<file path="src/rtl/rat_recovery_ctrl_if.sv">
`default_nettype none
// ============================================================================
// rat_recovery_ctrl_if : ROB / rename-table side bundle of the RAT recovery sequencer
// Rev 1.0
// ============================================================================
interface rat_recovery_ctrl_if #(
  parameter int ROBID_W     = 7,
  parameter int LREG_LENGTH = 5,
  parameter int PREG_LENGTH = 6
);
  logic                   flush_valid;
  logic [ROBID_W-1:0]     flush_robid;
  logic                   flush_self;
  logic [ROBID_W-1:0]     rob_head_ptr;

  logic [ROBID_W-1:0]     walk_rdptr0;
  logic [ROBID_W-1:0]     walk_rdptr1;
  logic                   walk_rd0_need_to_wb;
  logic                   walk_rd1_need_to_wb;
  logic [LREG_LENGTH-1:0] walk_rd0_lrd;
  logic [LREG_LENGTH-1:0] walk_rd1_lrd;
  logic [PREG_LENGTH-1:0] walk_rd0_prd;
  logic [PREG_LENGTH-1:0] walk_rd1_prd;

  logic [1:0]             rob_state;
  logic                   rob_walk0_valid;
  logic                   rob_walk1_valid;
  logic [LREG_LENGTH-1:0] rob_walk0_lrd;
  logic [LREG_LENGTH-1:0] rob_walk1_lrd;
  logic [PREG_LENGTH-1:0] rob_walk0_prd;
  logic [PREG_LENGTH-1:0] rob_walk1_prd;
  logic                   rename_stall;
  logic                   commit_block;
  logic                   recovery_done;

  modport master (
    output flush_valid, flush_robid, flush_self, rob_head_ptr,
    output walk_rd0_need_to_wb, walk_rd1_need_to_wb,
    output walk_rd0_lrd, walk_rd1_lrd, walk_rd0_prd, walk_rd1_prd,
    input  walk_rdptr0, walk_rdptr1, rob_state,
    input  rob_walk0_valid, rob_walk1_valid, rob_walk0_lrd, rob_walk1_lrd,
    input  rob_walk0_prd, rob_walk1_prd, rename_stall, commit_block, recovery_done
  );

  modport slave (
    input  flush_valid, flush_robid, flush_self, rob_head_ptr,
    input  walk_rd0_need_to_wb, walk_rd1_need_to_wb,
    input  walk_rd0_lrd, walk_rd1_lrd, walk_rd0_prd, walk_rd1_prd,
    output walk_rdptr0, walk_rdptr1, rob_state,
    output rob_walk0_valid, rob_walk1_valid, rob_walk0_lrd, rob_walk1_lrd,
    output rob_walk0_prd, rob_walk1_prd, rename_stall, commit_block, recovery_done
  );
endinterface
`default_nettype wire

</file>
<file path="src/rtl/rat_recovery_ctrl.sv">
`default_nettype none
// ============================================================================
// rat_recovery_ctrl : flush-driven speculative RAT restore (overwrite, then ROB walk)
// Rev 1.0
// ============================================================================
module rat_recovery_ctrl #(
  parameter int ROB_DEPTH   = 64,
  parameter int ROBID_W     = 7,
  parameter int LREG_LENGTH = 5,
  parameter int PREG_LENGTH = 6
) (
  input  wire logic          clock,
  input  wire logic          reset_n,
  rat_recovery_ctrl_if.slave bus
);

  localparam logic [1:0] c_ST_IDLE = 2'b00;
  localparam logic [1:0] c_ST_OVW  = 2'b01;
  localparam logic [1:0] c_ST_WALK = 2'b10;

  typedef logic [ROBID_W-1:0] robid_t;

  generate
    if (ROBID_W != $clog2(ROB_DEPTH) + 1) begin : g_bad_robid_w
      $error("ROBID_W must equal log2(ROB_DEPTH)+1");
    end
  endgenerate

  logic [1:0] state_q, state_d;
  robid_t     tgt_robid_q, tgt_robid_d;
  logic       tgt_self_q, tgt_self_d;
  robid_t     walk_ptr_q, walk_ptr_d;
  robid_t     remaining_q, remaining_d;
  logic       recovery_done_q, recovery_done_d;

  robid_t     w_new_dist;
  robid_t     w_cur_dist;
  robid_t     w_step;
  logic       w_take_new;

  // Surviving entries between the commit head and the flush point.
  function automatic robid_t end_dist(robid_t f, logic s, robid_t h);
    return f + robid_t'(!s) - h;
  endfunction

  always_ff @(posedge clock or negedge reset_n) begin
    if (!reset_n) begin
      state_q         <= c_ST_IDLE;
      tgt_robid_q     <= '0;
      tgt_self_q      <= 1'b0;
      walk_ptr_q      <= '0;
      remaining_q     <= '0;
      recovery_done_q <= 1'b0;
    end else begin
      state_q         <= state_d;
      tgt_robid_q     <= tgt_robid_d;
      tgt_self_q      <= tgt_self_d;
      walk_ptr_q      <= walk_ptr_d;
      remaining_q     <= remaining_d;
      recovery_done_q <= recovery_done_d;
    end
  end

  always_comb begin
    w_new_dist  = end_dist(bus.flush_robid, bus.flush_self, bus.rob_head_ptr);
    w_cur_dist  = end_dist(tgt_robid_q, tgt_self_q, bus.rob_head_ptr);
    w_take_new  = (state_q == c_ST_IDLE) || (w_new_dist < w_cur_dist);
    w_step      = (remaining_q >= robid_t'(2)) ? robid_t'(2) : remaining_q;
    state_d     = state_q;
    tgt_robid_d = tgt_robid_q;
    tgt_self_d  = tgt_self_q;
    walk_ptr_d  = walk_ptr_q;
    remaining_d = remaining_q;
    case (state_q)
      c_ST_IDLE: ;
      c_ST_OVW: begin
        walk_ptr_d  = bus.rob_head_ptr;
        remaining_d = w_cur_dist;
        state_d     = (w_cur_dist == '0) ? c_ST_IDLE : c_ST_WALK;
      end
      c_ST_WALK: begin
        walk_ptr_d  = walk_ptr_q + w_step;
        remaining_d = remaining_q - w_step;
        if (remaining_q <= robid_t'(2)) state_d = c_ST_IDLE;
      end
      default: state_d = c_ST_IDLE;
    endcase
    // Any flush restarts at the overwrite: replayed mappings may be younger than the new target.
    if (bus.flush_valid) begin
      if (w_take_new) begin
        tgt_robid_d = bus.flush_robid;
        tgt_self_d  = bus.flush_self;
      end
      state_d = c_ST_OVW;
    end
    recovery_done_d = (state_q != c_ST_IDLE) && (state_d == c_ST_IDLE);
  end

  always_comb begin
    bus.rob_state       = state_q;
    bus.commit_block    = (state_q != c_ST_IDLE);
    bus.rename_stall    = bus.flush_valid | (state_q != c_ST_IDLE);
    bus.recovery_done   = recovery_done_q;
    bus.walk_rdptr0     = '0;
    bus.walk_rdptr1     = '0;
    bus.rob_walk0_valid = 1'b0;
    bus.rob_walk1_valid = 1'b0;
    bus.rob_walk0_lrd   = '0;
    bus.rob_walk1_lrd   = '0;
    bus.rob_walk0_prd   = '0;
    bus.rob_walk1_prd   = '0;
    if (state_q == c_ST_WALK) begin
      bus.walk_rdptr0     = walk_ptr_q;
      bus.walk_rdptr1     = walk_ptr_q + robid_t'(1);
      bus.rob_walk0_valid = (remaining_q >= robid_t'(1)) & bus.walk_rd0_need_to_wb;
      bus.rob_walk1_valid = (remaining_q >= robid_t'(2)) & bus.walk_rd1_need_to_wb;
      bus.rob_walk0_lrd   = bus.walk_rd0_lrd;
      bus.rob_walk1_lrd   = bus.walk_rd1_lrd;
      bus.rob_walk0_prd   = bus.walk_rd0_prd;
      bus.rob_walk1_prd   = bus.walk_rd1_prd;
    end
  end

endmodule
`default_nettype wire

</file>
<file path="src/flat_wrapper.sv">
// flat-port wrapper written by rule: the top's interface ports become plain ports
module rat_recovery_ctrl_flat 
#(
  parameter int ROB_DEPTH   = 64,
  parameter int ROBID_W     = 7,
  parameter int LREG_LENGTH = 5,
  parameter int PREG_LENGTH = 6
)
  (clock, reset_n, bus_flush_valid, bus_flush_robid, bus_flush_self, bus_rob_head_ptr, bus_walk_rd0_need_to_wb, bus_walk_rd1_need_to_wb, bus_walk_rd0_lrd, bus_walk_rd1_lrd, bus_walk_rd0_prd, bus_walk_rd1_prd, bus_walk_rdptr0, bus_walk_rdptr1, bus_rob_state, bus_rob_walk0_valid, bus_rob_walk1_valid, bus_rob_walk0_lrd, bus_rob_walk1_lrd, bus_rob_walk0_prd, bus_rob_walk1_prd, bus_rename_stall, bus_commit_block, bus_recovery_done);
  rat_recovery_ctrl_if #(.ROBID_W(ROBID_W), .LREG_LENGTH(LREG_LENGTH), .PREG_LENGTH(PREG_LENGTH)) bus_i ();
  input  wire logic clock;
  input  wire logic reset_n;
  input wire logic [$bits(bus_i.flush_valid)-1:0] bus_flush_valid;
  input wire logic [$bits(bus_i.flush_robid)-1:0] bus_flush_robid;
  input wire logic [$bits(bus_i.flush_self)-1:0] bus_flush_self;
  input wire logic [$bits(bus_i.rob_head_ptr)-1:0] bus_rob_head_ptr;
  input wire logic [$bits(bus_i.walk_rd0_need_to_wb)-1:0] bus_walk_rd0_need_to_wb;
  input wire logic [$bits(bus_i.walk_rd1_need_to_wb)-1:0] bus_walk_rd1_need_to_wb;
  input wire logic [$bits(bus_i.walk_rd0_lrd)-1:0] bus_walk_rd0_lrd;
  input wire logic [$bits(bus_i.walk_rd1_lrd)-1:0] bus_walk_rd1_lrd;
  input wire logic [$bits(bus_i.walk_rd0_prd)-1:0] bus_walk_rd0_prd;
  input wire logic [$bits(bus_i.walk_rd1_prd)-1:0] bus_walk_rd1_prd;
  output wire logic [$bits(bus_i.walk_rdptr0)-1:0] bus_walk_rdptr0;
  output wire logic [$bits(bus_i.walk_rdptr1)-1:0] bus_walk_rdptr1;
  output wire logic [$bits(bus_i.rob_state)-1:0] bus_rob_state;
  output wire logic [$bits(bus_i.rob_walk0_valid)-1:0] bus_rob_walk0_valid;
  output wire logic [$bits(bus_i.rob_walk1_valid)-1:0] bus_rob_walk1_valid;
  output wire logic [$bits(bus_i.rob_walk0_lrd)-1:0] bus_rob_walk0_lrd;
  output wire logic [$bits(bus_i.rob_walk1_lrd)-1:0] bus_rob_walk1_lrd;
  output wire logic [$bits(bus_i.rob_walk0_prd)-1:0] bus_rob_walk0_prd;
  output wire logic [$bits(bus_i.rob_walk1_prd)-1:0] bus_rob_walk1_prd;
  output wire logic [$bits(bus_i.rename_stall)-1:0] bus_rename_stall;
  output wire logic [$bits(bus_i.commit_block)-1:0] bus_commit_block;
  output wire logic [$bits(bus_i.recovery_done)-1:0] bus_recovery_done;
  assign bus_i.flush_valid = bus_flush_valid;
  assign bus_i.flush_robid = bus_flush_robid;
  assign bus_i.flush_self = bus_flush_self;
  assign bus_i.rob_head_ptr = bus_rob_head_ptr;
  assign bus_i.walk_rd0_need_to_wb = bus_walk_rd0_need_to_wb;
  assign bus_i.walk_rd1_need_to_wb = bus_walk_rd1_need_to_wb;
  assign bus_i.walk_rd0_lrd = bus_walk_rd0_lrd;
  assign bus_i.walk_rd1_lrd = bus_walk_rd1_lrd;
  assign bus_i.walk_rd0_prd = bus_walk_rd0_prd;
  assign bus_i.walk_rd1_prd = bus_walk_rd1_prd;
  assign bus_walk_rdptr0 = bus_i.walk_rdptr0;
  assign bus_walk_rdptr1 = bus_i.walk_rdptr1;
  assign bus_rob_state = bus_i.rob_state;
  assign bus_rob_walk0_valid = bus_i.rob_walk0_valid;
  assign bus_rob_walk1_valid = bus_i.rob_walk1_valid;
  assign bus_rob_walk0_lrd = bus_i.rob_walk0_lrd;
  assign bus_rob_walk1_lrd = bus_i.rob_walk1_lrd;
  assign bus_rob_walk0_prd = bus_i.rob_walk0_prd;
  assign bus_rob_walk1_prd = bus_i.rob_walk1_prd;
  assign bus_rename_stall = bus_i.rename_stall;
  assign bus_commit_block = bus_i.commit_block;
  assign bus_recovery_done = bus_i.recovery_done;
  rat_recovery_ctrl #(.ROB_DEPTH(ROB_DEPTH), .ROBID_W(ROBID_W), .LREG_LENGTH(LREG_LENGTH), .PREG_LENGTH(PREG_LENGTH)) u_core (.clock(clock), .reset_n(reset_n), .bus(bus_i));
endmodule
</file>
<file path="config.mk">
export PLATFORM = sky130hd
export DESIGN_NAME = rat_recovery_ctrl_flat
export DESIGN_NICKNAME = d
export VERILOG_FILES = /design/src/rtl/rat_recovery_ctrl_if.sv /design/src/rtl/rat_recovery_ctrl.sv /design/src/flat_wrapper.sv
export SDC_FILE = /design/constraint.sdc
export NUM_CORES = 1
export LEC_CHECK = 0
export CAP_MARGIN = 20
export CORE_UTILIZATION = 47
export CTS_BUF_LIST = sky130_fd_sc_hd__clkbuf_16
export DETAILED_ROUTE_END_ITERATION = 10
export GPL_ROUTABILITY_DRIVEN = 0
export PLACE_DENSITY = 0.91
export SYNTH_ARGS = -nofsm -noshare
export SYNTH_HDL_FRONTEND = slang
export SYNTH_SLANG_ARGS = --single-unit
</file>
<file path="constraint.sdc">
create_clock -name clock -period 4.1 [get_ports clock]
set_input_delay 1.025 -clock clock [delete_from_list [all_inputs] [get_ports clock]]
set_output_delay 1.025 -clock clock [all_outputs]
set_load 0.05 [all_outputs]
</file>
# After elaboration in Yosys (flattened, before gate mapping)
# Index checks and enable logic that the tools add are counted.
# totals
reg_bits	25
inputBits	42
out_inout_bits	43
wordCells	47
# classes
addsub	7
order_cmp	4
n_eq_ne	2
muxes	15
n_bitwise	3
n_reduce_logical	10
# ops
op	count
7-bit one-hot mux with 2 select lines	2
7-bit 2-to-1 mux	3
7-bit subtractor	3
7-bit by 1-bit adder with 7-bit output	2
6-bit 2-to-1 mux	2
5-bit 2-to-1 mux	2
7-bit by 1-bit adder with 7-bit output (second input constant)	1
7-bit adder	1
7-bit by 1-bit >= comparator with 1-bit output (second input constant)	1
7-bit by 2-bit >= comparator with 1-bit output (second input constant)	1
7-bit by 2-bit less-or-equal comparator with 1-bit output (second input constant)	1
7-bit logical NOT	1
7-bit < comparator	1
2-bit 2-to-1 mux	3
2-bit one-hot mux with 3 select lines	1
2-bit logical NOT	2
2-bit nonzero test	2
1-bit bitwise AND	2
2-bit by 1-bit == test with 1-bit output (second input constant)	1
2-bit == test (second input constant)	1
1-bit logical NOT	2
1-bit 2-to-1 mux	2
2-bit AND reduction	1
1-bit logical AND	1
2 further kinds	2

# Depth between registers and ports, before layout
# depth
ltp_word	9
mapped_depth	16
mapped_depth_nobuf	16

# Worst setup path after synthesis
# OpenSTA, ideal clock, no wires.
# synth_timing
path_type	in2reg
startpoint	input bus_rob_head_ptr[0]
endpoint	register u_core.tgt_robid_q[0]
setup_time_ps	125
t_arrival_ps	3639
required_time_ps	3975
path_slack_ps	336
stages	14
n_path_buf	0
cell_sequence	ha_1 > inv_1 > ha_1 > inv_1 > fa_1 > nand2b_1 > a21oi_1 > o22ai_1 > xnor2_1 > ha_1 > o21ai_0 > a21oi_1 > o22ai_2 > mux2_2
# synth_via
elab_chain_cells	4
elab_cells_between_ends	5
classes_between	2 x add/sub; 1 x order compare; 2 x reduce/logical
# synth_lines
item	line	text
start: declaration	flat_wrapper.sv:16	input wire logic [$bits(bus_i.rob_head_ptr)-1:0] bus_rob_head_ptr;
7-bit subtractor	rat_recovery_ctrl.sv:43	return f + robid_t'(!s) - h;
7-bit < comparator (*)	rat_recovery_ctrl.sv:67	w_take_new = (state_q == c_ST_IDLE) || (w_new_dist < w_cur_dist);
1-bit logical OR (*)	rat_recovery_ctrl.sv:67	
2-bit AND reduction (no source line) (*)	--	
end signal: assignment	rat_recovery_ctrl.sv:56	tgt_robid_q <= tgt_robid_d;
end: declaration	rat_recovery_ctrl.sv:30	robid_t tgt_robid_q, tgt_robid_d;
# Mark *: on every way between the ends. The rest lies on a longest branch, timed or not.
# A chain may end at the register's enable or synchronous reset.

# Final worst setup path
# layout_timing
startpoint	input bus_rob_head_ptr[0]
endpoint	register u_core.tgt_robid_q[1]
# The elaborated chain is that of the path after synthesis.

==> flow_metrics.env <==
export IMPL_status="complete, no violations"
export IMPL_finalSetupViolations=0
export IMPL_timing_slew_headroom_pct=44.96
export IMPL_ys_types=37
export IMPL_post_route_period_util_pct=98.60
export IMPL_fmax_mhz=247.4
export IMPL_yosys_area_share_simple_pct=19.70
export IMPL_swShare_pct=47.22
export IMPL_avgRoutedWirePerCell_um=14.36
export IMPL_final_cell_mix="clkdlybuf4s50_1, ha_1, and2_1"
export IMPL_rr_endpoint="u_core.tgt_robid_q[1]"
export IMPL_dr_pass1_iters=5
export IMPL_ant_nets=0
export IMPL_ys_ff_latch=25
export IMPL_clock_latency_ns=0.27
export IMPL_grt_max_degree=58
export IMPL_synth_top_family_by_area="adder cells"
export IMPL_async_flop_share_pct=100.0
export IMPL_hpwlAfterDp_um=5323
export IMPL_routed_wl_um=6907
export IMPL_cts_max_level=1
export IMPL_p_switching_w=0.001370
export IMPL_start_util_pct=50.33
export IMPL_tightest_slew_ns=0.8255
export IMPL_ios=85
export IMPL_crit_path_start_kind="input pin"
export IMPL_synth_avg_cell_area_um2=8.504
export IMPL_die_h_um=76.90
export IMPL_p_leak_nw=1.746
export IMPL_layout_commonest_cell="clkdlybuf4s50_1"
export IMPL_min_to="u_core.tgt_robid_q[0]"
export IMPL_grt_usage_pct=23.88
export IMPL_reg2reg_depth=15
export IMPL_finalClockSkew_ns=0.003614
export IMPL_drv_cap=0
export IMPL_slew_violations=0
export IMPL_synth_xor_area_share_pct=7.594
export IMPL_vias=2587
export IMPL_power_frac_comb_pct=74.4
export IMPL_r2r_slack_ns=0.83
export IMPL_clkPwrFrac_pct=7.8
export IMPL_crit_path_end_kind="flip-flop"
export IMPL_first_global_vias=2590
export IMPL_p_total_w=0.002902
export IMPL_cts_root_buffer="clkbuf_16"
export IMPL_finalCriticalPeriod_ns=4.042
export IMPL_synth_edf_count=0
export IMPL_synth_fa_ha_area_share_pct=22.21
export IMPL_hold_viol=0
export IMPL_critPathArrivalTime_ns=4.20
export IMPL_drc=0
export IMPL_fp_dieArea_um2=5913
export IMPL_cts_tree="yes"
export IMPL_synthMuxAreaShare_pct=6.502
export IMPL_fin_nets=499
export IMPL_worstHoldPathType="flip-flop to flip-flop"
export IMPL_setup_tns_ns=0
export IMPL_syn_to_final_growth_pct=43.47
export IMPL_antenna_found_initial=0
export IMPL_seqPwrFrac_pct=17.8
export IMPL_diodes=0
export IMPL_vdd_drop_max_v=0.0005720
export IMPL_synth_compound_area_share_pct=14.57
export IMPL_grt_overflow_total=0
export IMPL_portBuffers=84
export IMPL_cts_num_sinks=25
export IMPL_intPower_w=0.001532
export IMPL_synthFlopType="dfrtp_1"
export IMPL_ys_warn_count=0
export IMPL_ys_seq_area_share_pct=23.73
export IMPL_numCtsBuffers=3
export IMPL_powerDensity_nw_per_um2=767.2
export IMPL_grt_pass1_wl_um=11440
export IMPL_syn_area_um2=2636
export IMPL_drive_gt1_share_pct=11.44
export IMPL_rr_startpoint="u_core.tgt_robid_q[0]"
export IMPL_core_area_um2=5238
export IMPL_synth_cells=310
export IMPL_cts_buffer_depth=2
export IMPL_cp_max_fo=5
export IMPL_timing_worst_setup_path_type="input pin to flip-flop"
export IMPL_hold_slack_ns=0.5104
export IMPL_row_count=26
export IMPL_avgViaCountPerCell=5.378
export IMPL_die_x_um=76.90
export IMPL_drtIter0Drc=192
export IMPL_min_path_cells=1
export IMPL_clkTransAtPathRegs_ns=0.07
export IMPL_worstPathRequired_ns=4.25
export IMPL_startpoint="bus_rob_head_ptr[0]"
export IMPL_hp_start="u_core.tgt_robid_q[0]"
[flip-flops by register name (all words and copies together), names as in the netlist]
register	cells
u_core.remaining_q	7
u_core.bus.recovery_done	1
u_core.bus.rob_state	2
u_core.tgt_robid_q	7
u_core.walk_ptr_q	7
u_core.tgt_self_q	1
[worst max path at each step]
stage / to / slack [ns] / depth (start not counted)
6_report: u_core.tgt_robid_q[1] / 0.06 / 18
3_5_place_dp: u_core.tgt_robid_q[1] / -0.37 / 18
4_1_cts: u_core.tgt_robid_q[6] / 0.003 / 17
5_1_grt: u_core.tgt_robid_q[0] / -0.04 / 18
2_1_floorplan: u_core.tgt_robid_q[0] / 0.34 / 14
3_3_place_gp: u_core.tgt_robid_q[3] / -0.23 / 18
[cells in the mapped netlist, types with 2 or more instances]
master    number  area, um^2
nand2b_1       4       25.02
a21o_1         5       37.54
nand3_1        8       40.04
and3_1         3       18.77
o22ai_1        2       12.51
nand2_1       17       63.81
xnor2_1       16       140.1
mux2_2         9       101.4
fa_1           3       60.06
o21ai_0       15       75.07
dfrtp_1       25       625.6
xor2_1         5       43.79
conb_1         2       7.510
nor2_1        22       82.58
clkbuf_1       8       30.03
and2_1        35       219.0
mux2i_1        7       70.07
inv_1         29       108.9
nor3_1         4       20.02
o21bai_1       3       22.52
a21oi_1       27       135.1
ha_1          42       525.5
nor2b_1        5       31.28
[per-layer routing]
metal  routed length, um  vias up  part of all wire [%]  GRT usage (%)
li1                    -     1244                     -              -
met3                 450       11                   6.5          3.690
met5                   0        -                     0              0
met2                3559      107                    52          45.71
met1                2789     1225                    40          26.65
met4                 108        0                   1.6          7.308
[repair_timing]
action,CTS,global route
hold buffers,0,0
pin swaps,3,7
buffers inserted,1,0
setup endpoints to repair,8,8
gates resized for setup,2,10
endpoints found under the hold margin,0,0
[critical path, cell delays in order]
cell           delay, ns
dlygate4sd2_1       0.29
ha_1                0.31
inv_1               0.06
ha_2                0.18
inv_1               0.05
fa_2                0.33
nor2b_1             0.20
o21ai_2             0.08
a21oi_1             0.20
o21a_1              0.15
nor2_2              0.05
xnor2_1             0.12
ha_1                0.20
nor2_1              0.12
nand3_1             0.13
o22ai_2             0.23
buf_6               0.15
mux2_2              0.33
[metrics by stage]
step           setup slack, ns  util [%]  cells  cell area, um^2
2_1_floorplan           0.3363         -    313             2648
3_3_place_gp           -0.2267     70.07    476             3670
3_5_place_dp           -0.3693     70.07    476             3670
4_1_cts               0.003128     71.76    481             3759
5_1_grt               -0.04079     72.22    481             3782
6_report               0.05759     72.22    481             3782
[kinds of logic after synthesis]
family / count (synthesis)
muxes: 16
buffers and inverters: 38
and+or+nand+nor: 100
AOI/OAI and AO/OA: 62
xor gates and xnor gates: 22
other: 2
adders and majority gates: 45
DFF: 25
[power groups by stage]
stage / clock [W] / sequential (W) / combinational [W]
floorplan: 0 / 0.000504 / 0.00139
global placement: 0 / 0.000508 / 0.00196
detailed placement: 0 / 0.000518 / 0.00205
CTS: 0.000230 / 0.000513 / 0.00212
global route: 0.000238 / 0.000540 / 0.00236
finish: 0.000226 / 0.000516 / 0.00216
[final cells by class]
class	instances	area (um^2)
Fill cell	378	1455
Multi-Input combinational cell	250	1894
Clock buffer	3	75.07
Inverter	29	108.9
Tap cell	70	87.58
Timing Repair Buffer	103	987.2
Sequential cell	25	625.6
Clock inverter	1	3.754
No activity file was read; power rests on OpenSTA's default activity.
